===== src/rtl/uart_pkg.sv =====
// Shared definitions for the UART receive peripheral: register word
// offsets, STATUS bit positions and the state encodings of both FSMs.
package uart_pkg;

  // Register word index, taken from araddr[3:2]
  localparam logic [1:0] ADDR_RXDATA = 2'd0;
  localparam logic [1:0] ADDR_STATUS = 2'd1;

  // STATUS register bit positions
  localparam int unsigned ST_NEMPTY  = 0;
  localparam int unsigned ST_FULL    = 1;
  localparam int unsigned ST_OVR     = 2;
  localparam int unsigned ST_FERR    = 3;
  localparam int unsigned ST_CNT_LSB = 4;

  typedef enum logic [2:0] {
    RX_IDLE,
    RX_START,
    RX_DATA,
    RX_STOP,
    RX_WAIT_HIGH
  } rx_state_t;

  typedef enum logic {
    AR_IDLE,
    R_RESP
  } ar_state_t;

endpackage


===== src/rtl/uart_rx_axilite_if.sv =====
// AXI-Lite read-only channel bundle for the UART receive peripheral.
//   araddr/arvalid/arready : read address handshake
//   rdata/rvalid/rready    : read data handshake
interface uart_rx_axilite_if;
  logic [3:0]  araddr;
  logic        arvalid;
  logic        arready;
  logic [31:0] rdata;
  logic        rvalid;
  logic        rready;

  modport master (
    output araddr, arvalid, rready,
    input  arready, rdata, rvalid
  );

  modport slave (
    input  araddr, arvalid, rready,
    output arready, rdata, rvalid
  );
endinterface


===== src/rtl/uart_rx.sv =====
// 8N1 UART deserialiser.
//   clk, rst_n : system clock, async active-low reset
//   rx         : serial input, idle high, asynchronous to clk
//   rx_data    : last assembled byte (valid when rx_done pulses)
//   rx_done    : 1-cycle pulse, good stop bit seen
//   rx_ferr    : 1-cycle pulse, stop bit sampled low (byte discarded)
module uart_rx
  import uart_pkg::*;
#(
  parameter int unsigned CLK_FREQ = 12000000,
  parameter int unsigned BAUD     = 9600
) (
  input  logic       clk,
  input  logic       rst_n,
  input  logic       rx,
  output logic [7:0] rx_data,
  output logic       rx_done,
  output logic       rx_ferr
);

  localparam int unsigned BIT_PERIOD  = CLK_FREQ / BAUD;
  localparam int unsigned HALF_PERIOD = BIT_PERIOD / 2;
  localparam logic [15:0] BIT_LAST    = 16'(BIT_PERIOD - 1);
  localparam logic [15:0] HALF_LAST   = 16'(HALF_PERIOD - 1);

  logic        rx_m, rx_s;
  rx_state_t   state, state_n;
  logic [15:0] clk_cnt, clk_cnt_n;
  logic [2:0]  bit_cnt, bit_cnt_n;
  logic [7:0]  shift, shift_n;

  always_ff @(posedge clk or negedge rst_n) begin
    if (!rst_n) begin
      rx_m    <= 1'b1;
      rx_s    <= 1'b1;
      state   <= RX_IDLE;
      clk_cnt <= '0;
      bit_cnt <= '0;
      shift   <= '0;
    end else begin
      rx_m    <= rx;
      rx_s    <= rx_m;
      state   <= state_n;
      clk_cnt <= clk_cnt_n;
      bit_cnt <= bit_cnt_n;
      shift   <= shift_n;
    end
  end

  always_comb begin
    state_n   = state;
    clk_cnt_n = clk_cnt + 16'd1;
    bit_cnt_n = bit_cnt;
    shift_n   = shift;
    rx_done   = 1'b0;
    rx_ferr   = 1'b0;
    case (state)
      RX_IDLE: begin
        clk_cnt_n = '0;
        if (!rx_s) state_n = RX_START;
      end
      RX_START: begin
        // Re-check at mid start bit; a high line here was a glitch
        if (clk_cnt == HALF_LAST) begin
          clk_cnt_n = '0;
          if (!rx_s) begin
            state_n   = RX_DATA;
            bit_cnt_n = '0;
          end else begin
            state_n = RX_IDLE;
          end
        end
      end
      RX_DATA: begin
        if (clk_cnt == BIT_LAST) begin
          clk_cnt_n        = '0;
          shift_n[bit_cnt] = rx_s;
          bit_cnt_n        = bit_cnt + 3'd1;
          if (bit_cnt == 3'd7) state_n = RX_STOP;
        end
      end
      RX_STOP: begin
        if (clk_cnt == BIT_LAST) begin
          clk_cnt_n = '0;
          if (rx_s) begin
            rx_done = 1'b1;
            state_n = RX_IDLE;
          end else begin
            rx_ferr = 1'b1;
            state_n = RX_WAIT_HIGH;
          end
        end
      end
      RX_WAIT_HIGH: begin
        // Holding here until the line rises keeps a break to one error
        clk_cnt_n = '0;
        if (rx_s) state_n = RX_IDLE;
      end
      default: state_n = RX_IDLE;
    endcase
  end

  assign rx_data = shift;

endmodule


===== src/rtl/uart_rx_axilite.sv =====
// UART receiver with a small byte FIFO and an AXI-Lite read slave.
//   clk, rst_n : system clock, async active-low reset
//   bus        : AXI-Lite read channel (slave modport)
//   rx         : UART serial input
//   rx_irq     : high while the receive FIFO holds data
// Registers (araddr[3:2]): 0 RXDATA {valid,byte} pops on read,
// 1 STATUS {count,frame_err,overrun,full,!empty} clears flags on read.
module uart_rx_axilite
  import uart_pkg::*;
#(
  parameter int unsigned CLK_FREQ   = 12000000,
  parameter int unsigned BAUD       = 9600,
  parameter int unsigned FIFO_DEPTH = 4
) (
  input  logic               clk,
  input  logic               rst_n,
  uart_rx_axilite_if.slave   bus,
  input  logic               rx,
  output logic               rx_irq
);

  localparam int unsigned   AW       = $clog2(FIFO_DEPTH);
  localparam int unsigned   CW       = AW + 1;
  localparam logic [CW-1:0] FULL_CNT = CW'(FIFO_DEPTH);

  logic [7:0] rx_data;
  logic       rx_done, rx_ferr;

  uart_rx #(
    .CLK_FREQ (CLK_FREQ),
    .BAUD     (BAUD)
  ) u_rx (
    .clk     (clk),
    .rst_n   (rst_n),
    .rx      (rx),
    .rx_data (rx_data),
    .rx_done (rx_done),
    .rx_ferr (rx_ferr)
  );

  logic [7:0]    mem [FIFO_DEPTH];
  logic [AW-1:0] wr_ptr, rd_ptr;
  logic [CW-1:0] count, count_n;
  logic          empty, full, push, pop, ovr_evt;
  logic          overrun, frame_err;

  ar_state_t     ar_state, ar_state_n;
  logic          accept, stat_rd;
  logic [1:0]    rd_sel;
  logic [31:0]   rd_word, status, rdata_q;
  logic          unused_addr;

  assign unused_addr = ^bus.araddr[1:0];
  assign rd_sel      = bus.araddr[3:2];
  assign accept      = (ar_state == AR_IDLE) && bus.arvalid;
  assign stat_rd     = accept && (rd_sel == ADDR_STATUS);

  assign empty   = (count == '0);
  assign full    = (count == FULL_CNT);
  assign pop     = accept && (rd_sel == ADDR_RXDATA) && !empty;
  // A same-cycle pop frees the slot, so a full FIFO only overruns without one
  assign push    = rx_done && (!full || pop);
  assign ovr_evt = rx_done && full && !pop;

  always_comb begin
    count_n = count;
    case ({push, pop})
      2'b10:   count_n = count + CW'(1);
      2'b01:   count_n = count - CW'(1);
      default: count_n = count;
    endcase
  end

  always_ff @(posedge clk) begin
    if (push) mem[wr_ptr] <= rx_data;
  end

  always_ff @(posedge clk or negedge rst_n) begin
    if (!rst_n) begin
      wr_ptr    <= '0;
      rd_ptr    <= '0;
      count     <= '0;
      rx_irq    <= 1'b0;
      overrun   <= 1'b0;
      frame_err <= 1'b0;
    end else begin
      if (push) wr_ptr <= wr_ptr + AW'(1);
      if (pop)  rd_ptr <= rd_ptr + AW'(1);
      count     <= count_n;
      rx_irq    <= (count_n != '0);
      // Set events win over a clearing STATUS read in the same cycle
      overrun   <= (overrun   & ~stat_rd) | ovr_evt;
      frame_err <= (frame_err & ~stat_rd) | rx_ferr;
    end
  end

  always_comb begin
    status                      = '0;
    status[ST_CNT_LSB +: 4]     = 4'(count);
    status[ST_FERR]             = frame_err;
    status[ST_OVR]              = overrun;
    status[ST_FULL]             = full;
    status[ST_NEMPTY]           = !empty;
  end

  always_comb begin
    rd_word = '0;
    case (rd_sel)
      ADDR_RXDATA: rd_word = empty ? '0 : {23'b0, 1'b1, mem[rd_ptr]};
      ADDR_STATUS: rd_word = status;
      default:     rd_word = '0;
    endcase
  end

  always_ff @(posedge clk or negedge rst_n) begin
    if (!rst_n) begin
      ar_state <= AR_IDLE;
      rdata_q  <= '0;
    end else begin
      ar_state <= ar_state_n;
      if (accept) rdata_q <= rd_word;
    end
  end

  always_comb begin
    ar_state_n  = ar_state;
    bus.arready = 1'b0;
    bus.rvalid  = 1'b0;
    case (ar_state)
      AR_IDLE: begin
        bus.arready = 1'b1;
        if (bus.arvalid) ar_state_n = R_RESP;
      end
      R_RESP: begin
        bus.rvalid = 1'b1;
        if (bus.rready) ar_state_n = AR_IDLE;
      end
      default: ar_state_n = AR_IDLE;
    endcase
  end

  assign bus.rdata = rdata_q;

endmodule

===== src/flat_wrapper.sv =====
// flat-port wrapper written by rule: the top's interface ports become plain ports
module uart_rx_axilite_flat import uart_pkg::*;
#(
  parameter int unsigned CLK_FREQ   = 12000000,
  parameter int unsigned BAUD       = 9600,
  parameter int unsigned FIFO_DEPTH = 4
)
  (clk, rst_n, rx, rx_irq, bus_araddr, bus_arvalid, bus_rready, bus_arready, bus_rdata, bus_rvalid);
  uart_rx_axilite_if bus_i ();
  input  logic clk;
  input  logic rst_n;
  input  logic rx;
  output logic rx_irq;
  input wire logic [$bits(bus_i.araddr)-1:0] bus_araddr;
  input wire logic [$bits(bus_i.arvalid)-1:0] bus_arvalid;
  input wire logic [$bits(bus_i.rready)-1:0] bus_rready;
  output wire logic [$bits(bus_i.arready)-1:0] bus_arready;
  output wire logic [$bits(bus_i.rdata)-1:0] bus_rdata;
  output wire logic [$bits(bus_i.rvalid)-1:0] bus_rvalid;
  assign bus_i.araddr = bus_araddr;
  assign bus_i.arvalid = bus_arvalid;
  assign bus_i.rready = bus_rready;
  assign bus_arready = bus_i.arready;
  assign bus_rdata = bus_i.rdata;
  assign bus_rvalid = bus_i.rvalid;
  uart_rx_axilite #(.CLK_FREQ(CLK_FREQ), .BAUD(BAUD), .FIFO_DEPTH(FIFO_DEPTH)) u_core (.clk(clk), .rst_n(rst_n), .bus(bus_i), .rx(rx), .rx_irq(rx_irq));
endmodule

===== config.mk =====
export PLATFORM = sky130hd
export DESIGN_NAME = uart_rx_axilite_flat
export DESIGN_NICKNAME = d
export VERILOG_FILES = /design/src/rtl/uart_pkg.sv /design/src/rtl/uart_rx_axilite_if.sv /design/src/rtl/uart_rx.sv /design/src/rtl/uart_rx_axilite.sv /design/src/flat_wrapper.sv
export SDC_FILE = /design/constraint.sdc
export NUM_CORES = 1
export LEC_CHECK = 0
export BUFFER_PORTS_ARGS = -buffer_cell sky130_fd_sc_hd__buf_2
export CORE_UTILIZATION = 40
export DETAILED_ROUTE_END_ITERATION = 8
export GPL_TIMING_DRIVEN = 1
export SYNTH_ARGS = -nofsm -noshare
export SYNTH_HDL_FRONTEND = slang
export SYNTH_HIERARCHICAL = 1
export SYNTH_SLANG_ARGS = --single-unit

===== constraint.sdc =====
create_clock -name clk -period 5.3 [get_ports clk]
set_input_delay 1.06 -clock clk [delete_from_list [all_inputs] [get_ports clk]]
set_output_delay 1.06 -clock clk [all_outputs]
set_load 0.01 [all_outputs]

==> qor.yml <==
status: "completed"
netlist_top_cells_count: "dfrtp_1 (50), edfxtp_1 (32), buf_4 (27), nor2_1 (21), inv_1 (15)"
p_total_uw: 1410
grt_pass1_wl_mm: 11.5
synth_top_area_share_pct: 30.4
vdd_ir_drop_max_uv: 188
setup_violations: 0
maxCapViolCount: 0
cts_tree: "yes"
synth_area_leaders: "dfrtp_1 (30%), edfxtp_1 (23%), buf_4 (4.9%), mux4_2 (4.4%), ha_1 (3.0%)"
overflow: 0
drtIter0Drc: 119
via_count: 2451
rows: 36
grt_setup_unrepaired: "no"
root_buffer: "clkbuf_8"
holdPathStages: 0
post_dp_cell_area_mm2: 0.00422
fin_nets: 358
relSlewSlack_pct: 55.3
gp_congestion: 0.719
fin_crit_sh_pct: 61.1
grt_max_degree: 53
crit_type: "flop to flop"
synth_edf_count: 32
fmax_ghz: 0.309
antenna_found_initial: 0
coreArea_mm2: 0.00986
die_x_um: 103
grt_pass1_vias: 2278
timing.hold.ws_ns: 0.362
synth_warnings: 6
clk_pin_slew_ns: 0.10
drtPass1Iterations: 5
clk_latency_ns: 0.35
vias_per_cell: 5.15
timing.rr.end: "u_core/count[1]"
switchingPower_uw: 429
max_stage_delay_ns: 0.54
n_antenna_cell: 0
p_clk_share_pct: 31.9
wl_per_cell_um: 14.4
min_to: "u_core/u_rx/rx_s"
netlist_area_mm2: 0.00412
rrSetupSlack_ns: 2.06
switching_share_pct: 30.5
cpMaxStageDelayCell: "and4_1"
cts-resized-gates: 0
worst_slew_pin_slew_ns: 0.670
yosysSeqAreaShare_pct: 55.0
worstHoldStart: "u_core/u_rx/rx_m"
cts.sink_count: 84
h-tree-depth: 3
synth-async-reset-ratio_pct: 61.9
synth-main-ff-cell: "dfrtp_1"
grt_usage_pct: 14.5
worstReg2RegStart: "u_core/u_rx/clk_cnt[15]"
combPwrFrac_pct: 13.2
post-synth-top-count-cell: "dfrtp_1"
drive_gt1_share_pct: 17.5
yosysTopAreaCell: "dfrtp_1"
die_h_um: 103
hp-class: "flop to flop"
place_hpwl_mm: 4.69
fin_crit_ns: 3.24
rr_worst_depth: 12
ant_nets: 0
hold_buffers: 0
start_util_pct: 41.7
finalClockSkew_ns: 0.0132
io_pins: 44
avgSynthCellArea_um2: 12.7
critical_path_required_ns: 5.59
finalInstanceArea_mm2: 0.00442
crit_chain: "nor4_2, and4_1, nand4b_1, nor2_1, buf_4, and2b_1, o21ai_1, fa_1, inv_1, o221ai_1, a31oi_1, o21a_1"
cts_setup_buffers: 0
startpoint: "u_core/u_rx/clk_cnt[15]"
drc: 0
ys_types: 62
clockBufferDepth: 2
setup-tns-final_ns: 0
powerDensity_mw_per_mm2: 318
hold_violations: 0
port_buffers: 18
end_kind: "flop"
cts_buffers: 9
synth-seq-cells: 84
maxSlewViolCount: 0
p_leak_uw: 0.00198
dieArea_mm2: 0.0107
setup.worst_path.start_class: "flop"
p_int_uw: 977
syn2layout_area_growth_pct: 7.33
p_seq_share_pct: 54.9
synthCells: 323
postRouteWirelength_mm: 6.87
cp_max_fo: 15
arrival_ns: 3.53
[per-stage QoR]
step | worst slack (ns) | utilization (%) | instances
6_report | 2.06 | 44.8 | 476
5_1_grt | 1.81 | 44.8 | 476
4_1_cts | 2.05 | 44.8 | 476
3_5_place_dp | 2.00 | 42.8 | 460
3_3_place_gp | 2.06 | 42.8 | 460
2_1_floorplan | 2.45 | - | 345
[worst max-delay path by stage]
stage,end,slack (ns),cells past startpoint
2_1_floorplan,u_core/rx_irq,2.45,6
3_3_place_gp,u_core/rx_irq,2.06,7
4_1_cts,u_core/count[1],2.05,12
5_1_grt,u_core/count[1],1.81,12
6_report,u_core/count[1],2.06,12
3_5_place_dp,u_core/rx_irq,2.00,7
[kinds of logic after synthesis]
| family | after synthesis | share of synthesized area, % |
|---|---|---|
| flip-flops | 84 | 55.0 |
| XOR/XNOR | 16 | 3.40 |
| AND/OR/NAND/NOR | 97 | 15.1 |
| adder cells (fa/ha/maj) | 11 | 3.53 |
| multiplexers | 18 | 7.11 |
| AO/OA/AOI/OAI | 43 | 8.21 |
| buffers and inverters | 53 | 7.51 |
| other | 1 | 0.0911 |
[sequential cells by signal, summed over array words and instances, names as in the netlist, 2 cells and up]
register	count
u_core/u_rx/bit_cnt	3
u_core/mem	32
u_core/u_rx/clk_cnt	16
u_core/count	3
u_core/u_rx/state	3
u_core/bus.rdata	9
u_core/wr_ptr	2
u_core/u_rx/rx_data	8
u_core/rd_ptr	2
[per-layer routing]
metal	wire length, um	share of wire [%]	track usage, %
met1	3320	48	19.4
met2	3300	48	22.9
met3	175	2.5	2.82
met4	80	1.2	6.18
met5	0	0	0
[worst max-delay path, delay by kind of cell, from the launching register on]
kind                       cells  cell delay, ns
and+or+nand+nor                5            1.51
DFF                            1            0.42
buffers and inverters          2            0.28
AOI/OAI and AO/OA              4            0.48
adders and majority gates      1            0.48
[power groups by stage]
stage / Clock, uW / Sequential (uW) / Combinational (uW)
global route: 497 / 785 / 209
finish: 448 / 773 / 185
floorplan: 0 / 735 / 196
CTS: 469 / 776 / 186
detailed placement: 0 / 790 / 186
global placement: 0 / 790 / 182
[placed cells by master (no fill, tap or decap), types with 10 or more instances in the layout]
master     n
dfrtp_1   50
conb_1    23
nand2_1   10
edfxtp_1  32
xor2_1    12
nor2_1    21
ha_1      10
buf_2     18
inv_1     15
[layout make-up]
class | instances | area [um^2]
Tap cell | 133 | 166
Fill cell | 906 | 5450
Sequential cell | 84 | 2260
Inverter | 15 | 56.3
Timing Repair Buffer | 20 | 105
Clock buffer | 9 | 124
Multi-Input combinational cell | 208 | 1630
Clock inverter | 7 | 76.3
No activity file was read; power rests on OpenSTA's default activity.
